File: config.mk
export PLATFORM = sky130hd
export DESIGN_NAME = sha3_absorb_packer
export DESIGN_NICKNAME = d
export VERILOG_FILES = /design/src/rtl/sha3_pkg.sv /design/src/rtl/sha3_keep_count.sv /design/src/rtl/sha3_absorb_packer.sv
export SDC_FILE = /design/constraint.sdc
export NUM_CORES = 2
export LEC_CHECK = 0
export ABC_AREA = 0
export CAP_MARGIN = 20
export CORE_AREA = 2 2 439 441
export CTS_CLUSTER_SIZE = 20
export DETAILED_ROUTE_END_ITERATION = 12
export DIE_AREA = 0 0 441 443
export MAX_ROUTING_LAYER = met4
export PLACE_DENSITY_LB_ADDON = 0.05
export SLEW_MARGIN = 20
export SYNTH_ARGS = -nofsm -noshare
export SYNTH_HDL_FRONTEND = slang
export SYNTH_SLANG_ARGS = --single-unit
File: constraint.sdc
create_clock -name ACLK -period 45 [get_ports ACLK]
set_clock_uncertainty 0.05 [all_clocks]
set_input_delay 6.75 -clock ACLK [delete_from_list [all_inputs] [get_ports ACLK]]
set_output_delay 6.75 -clock ACLK [all_outputs]
set_load 0.005 [all_outputs]
File: src/rtl/sha3_pkg.sv
// Shared types and constants for the SHA-3 absorb path: FSM states, standard
// rate widths and the padding bytes.
package sha3_pkg;

  typedef enum logic {
    FILL = 1'b0,
    OUT  = 1'b1
  } state_t;

  localparam int RATE_SHA3_224 = 1152;
  localparam int RATE_SHA3_256 = 1088;
  localparam int RATE_SHA3_384 = 832;
  localparam int RATE_SHA3_512 = 576;

  localparam logic [7:0] DOMAIN_SHA3  = 8'h06;
  localparam logic [7:0] DOMAIN_SHAKE = 8'h1F;
  localparam logic [7:0] PAD_END      = 8'h80;

endpackage

File: src/rtl/sha3_keep_count.sv
// Byte-enable analysis: number of set TKEEP bits and whether they form a
// contiguous run starting at bit 0.
module sha3_keep_count #(
  parameter int KW = 2,
  parameter int CW = $clog2(KW + 1)
) (
  input  logic [KW-1:0] keep,
  output logic [CW-1:0] count,
  output logic          contiguous
);

  logic [KW:0] keep_ext;
  logic [KW:0] keep_inc;

  // Population count of the byte enables.
  always_comb begin
    count = '0;
    for (int i = 0; i < KW; i++) begin
      count = count + CW'(keep[i]);
    end
  end

  // A run of ones from bit 0 plus one leaves no bit in common with itself.
  always_comb begin
    keep_ext   = {1'b0, keep};
    keep_inc   = keep_ext + {{KW{1'b0}}, 1'b1};
    contiguous = ((keep_inc & keep_ext) == '0);
  end

endmodule

File: src/rtl/sha3_absorb_packer.sv
// Packs message beats into one Keccak rate block, applies SHA-3 pad10*1 with the
// domain byte, and hands blocks on over valid/ready. Optional macro: SHA3_KEEP_CHECK_EN.
module sha3_absorb_packer
  import sha3_pkg::*;
#(
  parameter int         DATA_WIDTH = 16,
  parameter int         RATE_BITS  = RATE_SHA3_256,
  parameter logic [7:0] DOMAIN     = DOMAIN_SHA3
) (
  input  logic                    ACLK,
  input  logic                    ARESET,
  input  logic [DATA_WIDTH-1:0]   S_TDATA,
  input  logic                    S_TVALID,
  input  logic                    S_TLAST,
  input  logic [DATA_WIDTH/8-1:0] S_TKEEP,
  output logic                    S_TREADY,
  output logic [RATE_BITS-1:0]    blk_data,
  output logic                    blk_valid,
  output logic                    blk_last,
  input  logic                    blk_ready,
  output logic                    err_keep
);

  localparam int KW  = DATA_WIDTH / 8;
  localparam int CW  = $clog2(KW + 1);
  localparam int WPB = RATE_BITS / DATA_WIDTH;
  localparam int RB  = RATE_BITS / 8;
  localparam int WW  = (WPB > 1) ? $clog2(WPB) : 1;
  localparam int PW  = $clog2(RB + 1);

  localparam logic [WW-1:0] LAST_WORD = WW'(WPB - 1);

  state_t                  state;
  state_t                  state_next;
  logic [WW-1:0]           word_ptr;
  logic [RATE_BITS-1:0]    buffer;
  logic                    pend_pad;
  logic                    beat_acc;
  logic [CW-1:0]           keep_cnt;
  logic                    keep_contig;
  logic [PW-1:0]           pos;
  logic [DATA_WIDTH-1:0]   masked;
  logic [RATE_BITS-1:0]    pad_xor;
  logic [RATE_BITS-1:0]    fill_buf;
  logic [RATE_BITS-1:0]    pad_only;

  sha3_keep_count #(
    .KW (KW),
    .CW (CW)
  ) u_keep_count (
    .keep       (S_TKEEP),
    .count      (keep_cnt),
    .contiguous (keep_contig)
  );

  assign S_TREADY  = (state == FILL) && !ARESET;
  assign beat_acc  = S_TVALID && S_TREADY;
  assign blk_valid = (state == OUT);
  assign blk_data  = buffer;
  assign pos       = PW'(word_ptr) * PW'(KW) + PW'(keep_cnt);

  // Disabled bytes are stored as zero so padding can be XORed in unconditionally.
  always_comb begin
    masked = '0;
    for (int i = 0; i < KW; i++) begin
      masked[i*8 +: 8] = S_TKEEP[i] ? S_TDATA[i*8 +: 8] : 8'h00;
    end
  end

  // Padding pattern for a final beat that leaves room for at least one pad byte.
  always_comb begin
    pad_xor = '0;
    if (S_TLAST && (pos < PW'(RB))) begin
      pad_xor[int'(pos)*8 +: 8]    = DOMAIN;
      pad_xor[RATE_BITS-8 +: 8]    = pad_xor[RATE_BITS-8 +: 8] ^ PAD_END;
    end else begin
      pad_xor = '0;
    end
  end

  // Buffer content after accepting the current beat.
  always_comb begin
    fill_buf = buffer;
    fill_buf[int'(word_ptr)*DATA_WIDTH +: DATA_WIDTH] = masked;
    fill_buf = fill_buf ^ pad_xor;
  end

  // Block emitted after an exactly rate-aligned message: padding only.
  always_comb begin
    pad_only                     = '0;
    pad_only[7:0]                = DOMAIN;
    pad_only[RATE_BITS-8 +: 8]   = pad_only[RATE_BITS-8 +: 8] ^ PAD_END;
  end

  // State register.
  always_ff @(posedge ACLK or posedge ARESET) begin
    if (ARESET) begin
      state <= FILL;
    end else begin
      state <= state_next;
    end
  end

  // Next-state logic.
  always_comb begin
    state_next = state;
    case (state)
      FILL: begin
        if (beat_acc && (S_TLAST || (word_ptr == LAST_WORD))) begin
          state_next = OUT;
        end else begin
          state_next = FILL;
        end
      end
      OUT: begin
        if (blk_ready && !pend_pad) begin
          state_next = FILL;
        end else begin
          state_next = OUT;
        end
      end
      default: state_next = FILL;
    endcase
  end

  // Block buffer, word pointer, final-block tag and pending pad-only block.
  always_ff @(posedge ACLK or posedge ARESET) begin
    if (ARESET) begin
      word_ptr <= '0;
      buffer   <= '0;
      pend_pad <= 1'b0;
      blk_last <= 1'b0;
    end else begin
      case (state)
        FILL: begin
          if (beat_acc) begin
            buffer <= fill_buf;
            if (S_TLAST) begin
              word_ptr <= '0;
              if (pos < PW'(RB)) begin
                blk_last <= 1'b1;
              end else begin
                blk_last <= 1'b0;
                pend_pad <= 1'b1;
              end
            end else if (word_ptr == LAST_WORD) begin
              word_ptr <= '0;
              blk_last <= 1'b0;
            end else begin
              word_ptr <= word_ptr + WW'(1);
            end
          end
        end
        OUT: begin
          if (blk_ready) begin
            if (pend_pad) begin
              buffer   <= pad_only;
              blk_last <= 1'b1;
              pend_pad <= 1'b0;
            end else begin
              buffer   <= '0;
              word_ptr <= '0;
              blk_last <= 1'b0;
            end
          end
        end
        default: begin
          word_ptr <= '0;
          buffer   <= '0;
          pend_pad <= 1'b0;
          blk_last <= 1'b0;
        end
      endcase
    end
  end

`ifdef SHA3_KEEP_CHECK_EN
  // Sticky flag for gaps in TKEEP or a partial beat that is not the last one.
  always_ff @(posedge ACLK or posedge ARESET) begin
    if (ARESET) begin
      err_keep <= 1'b0;
    end else if (beat_acc && (!keep_contig || (!S_TLAST && (S_TKEEP != {KW{1'b1}})))) begin
      err_keep <= 1'b1;
    end
  end
`else
  logic unused_keep_contig;
  assign unused_keep_contig = keep_contig;
  assign err_keep           = 1'b0;
`endif

endmodule
==> metrics <==
die width 441 um; Port Buf Inserts about 1100; Fillers about 20000; initial antenna violation count 14; Synth area leader dfrtp_1; Startpoint Class input pin; post-synth top area share a little over half; placed cell count around 8400; first-pass GRT wire length 384000 um; Placer Congestion ~0.9; fraction of layout cells with a size suffix above 1 ~8.0%; vias in the first global route roughly 46000; Final Hold Viols 0; Post-Layout Cell Count 8685; post-synth cell types 100; min-delay worst type flop to flop; Slew @ Worst Pin approximately 1.2 ns; PD cells approximately 36 nW/um^2; Net count, final about 6100; remaining antenna violation count 0; Final Cycle Share 33.1%; H-tree depth 4; syn avg cell area 10.0 um^2; Critical Path RT 38.20 ns; Min Hold Slack approximately 0.43 ns; sequential-to-total area share from yosys stat approximately 55%; outcome finished, final reports clean; RSZ-0062 raised after global routing false; # clock sinks around 1100; clock tree buffer depth 3; die height ~440 um; pin count of the biggest net entering global routing 151; Syn. warnings 0; Synth area leaders dfrtp_1 (55%), o21ai_0 (6.2%), a22o_1 (5.7%); Row Count around 160; prevailing post-synth register cell dfrtp_1; Final Routed Wirelength approximately 280000 um; cell count after synthesis 5025; number of CTS-inserted buffers 140; crit end category primary output; IO Count roughly 1100; vias per cell about 5.3; flop and latch count out of synthesis around 1100; Clk pin slew, worst setup/hold paths around 0.060 ns; clock latency on the worst-skew pair roughly 0.8 ns; post-DP HPWL approximately 200000 um; DR DRC count 0; synth cell count leaders dfrtp_1 (1098), nand2_1 (703), o21ai_0 (629); EDFF count, synth 0; kind of critical path input pin to primary output; CTS tree done; Post-CTS Setup Inserts 0; Critical Path Fanout Max 3; DIE AREA approximately 200000 um^2; DRT iter0 DRCs between 3000 and 4000; Max-cap violations 0; final setup fails 0; CTS root buffer clkbuf_16; Slew headroom 17.5%; Syn-to-layout area delta 37.1%; post-synthesis instance area slightly above 50000 um^2; count of pins over their slew limit 0; hold buffer count at cts 0; syn nets approximately 5100; ys async rst share 100%; Gates resized, CTS repair 0; Final Critical Period between 10 and 15 ns; starting density of the core a little over a quarter; core area between 150000 and 200000 um^2; fmax around 67 MHz; Lkg Pwr between 20 and 30 nW; Post-Route Setup TNS 0 ns; Max VDD drop around 0.024 mV; Arr. time, crit path approximately 8.1 ns; drt pass-1 iters 6; Overall Global Routing Usage between 20% and 30%; Vias roughly 46000; grt ovf 0; DR WL/cell around 32 um; most frequent cell after synthesis dfrtp_1
-- state kept, by name, indices dropped and copies added, names as in the netlist --
| name | cells |
|---|---|
| blk_valid | 1 |
| blk_last | 1 |
| blk_data | 1088 |
| word_ptr | 7 |
| pend_pad | 1 |
-- path summary, 6_finish.rpt --
path,from,endpoint,slack [ns],cells past startpoint
setup reg to reg,word_ptr[0],blk_data[881],38.73,13
min in group asynchronous,ARESET,blk_data[843],6.44,2
setup / recovery,ARESET,S_TREADY,30.11,3
hold / removal,blk_data[160],blk_data[160],0.43,2
hold reg to reg,blk_data[160],blk_data[160],0.43,2
max in group asynchronous,ARESET,blk_data[22],34.54,6
-- cells by family (layout without fill, tap and decap cells) --
| kind of cell | after synthesis | count (layout) | share of synthesized area [%] |
|---|---|---|---|
| and+or+nand+nor | 1807 | 1807 | 17.2 |
| DFF | 1098 | 1098 | 54.5 |
| adders and majority gates | 7 | 7 | 0.174 |
| buffers and inverters | 387 | 1518 | 3.05 |
| AOI/OAI and AO/OA | 1436 | 1436 | 19.9 |
| xor gates and xnor gates | 281 | 281 | 4.93 |
| muxes | 8 | 8 | 0.166 |
| other | 1 | 4 | 0.00744 |
-- report_power, final --
| group | switching (mW) | total, mW | internal [mW] |
|---|---|---|---|
| Sequential | 0.00737 | 1.00 | 0.993 |
| Combinational | 0.316 | 0.386 | 0.0705 |
| Clock | 0.469 | 1.13 | 0.665 |
-- routing by layer --
| layer | global-route usage (%) | wire, um |
|---|---|---|
| met5 | - | 0 |
| met2 | 45.1 | 132000 |
| met1 | 34.7 | 114000 |
| met3 | 7.72 | 21200 |
| met4 | 11.5 | 12000 |
-- area by class of cell --
cell class / instances / area [um^2] / share of cell area (%)
antenna: 3 / 7.51 / 0.0109
clock buffer: 212 / 4200 / 6.08
clock inverter: 34 / 325 / 0.471
inverter: 21 / 86.3 / 0.125
multi-input combinational: 3540 / 21600 / 31.3
sequential: 1098 / 27500 / 39.8
tap: 2526 / 3160 / 4.58
timing repair buffer: 1251 / 12200 / 17.7
-- critical path: stages --
cell and delay (ns):
clkdlybuf4s50_1 0.51, nor2_1 0.26, clkdlybuf4s50_1 0.57
-- cells in the final DEF, fill, tap and decap left out, types with 12 or more instances in the layout --
| cell | netlist | final |
|---|---|---|
| a221o_1 | 95 | 95 |
| o211ai_1 | 39 | 39 |
| a21oi_1 | 43 | 43 |
| nand4_1 | 23 | 23 |
| a21o_1 | 25 | 25 |
| nand2b_1 | 35 | 35 |
| xnor2_1 | 183 | 181 |
| clkbuf_16 | 0 | 145 |
| nor3_1 | 171 | 167 |
| and2_1 | 21 | 20 |
| dfrtp_1 | 1098 | 1098 |
| clkdlybuf4s50_1 | 0 | 1113 |
| buf_4 | 9 | 135 |
| clkinv_2 | 0 | 23 |
| o31ai_1 | 43 | 43 |
| nor2_1 | 287 | 280 |
| clkbuf_8 | 0 | 32 |
| o32ai_1 | 12 | 12 |
| o221ai_1 | 72 | 72 |
| nor4_1 | 37 | 33 |
| a22o_1 | 329 | 329 |
| a32o_1 | 18 | 18 |
| xor2_1 | 95 | 94 |
| nand2_1 | 703 | 684 |
| nand3_1 | 390 | 387 |
| o311ai_0 | 27 | 26 |
| clkbuf_1 | 296 | 35 |
| o21ai_0 | 629 | 629 |
| nor4_2 | 33 | 37 |
| or3_1 | 20 | 20 |
| inv_1 | 20 | 19 |
| nand2_2 | 0 | 17 |
| or4_1 | 14 | 14 |
| nor3_2 | 9 | 12 |
-- through the flow --
step	instance area, um^2	setup WS, ns	utilization (%)	power, mW
floorplan	50400	7.29	-	1.21
global placement	64500	30.10	33.7	1.40
detailed placement	64500	30.09	33.7	1.40
CTS	69000	30.08	36.1	2.54
global route	69100	30.04	36.1	2.60
finish	69100	30.11	36.1	2.52
No activity file was read; power rests on OpenSTA's default activity.
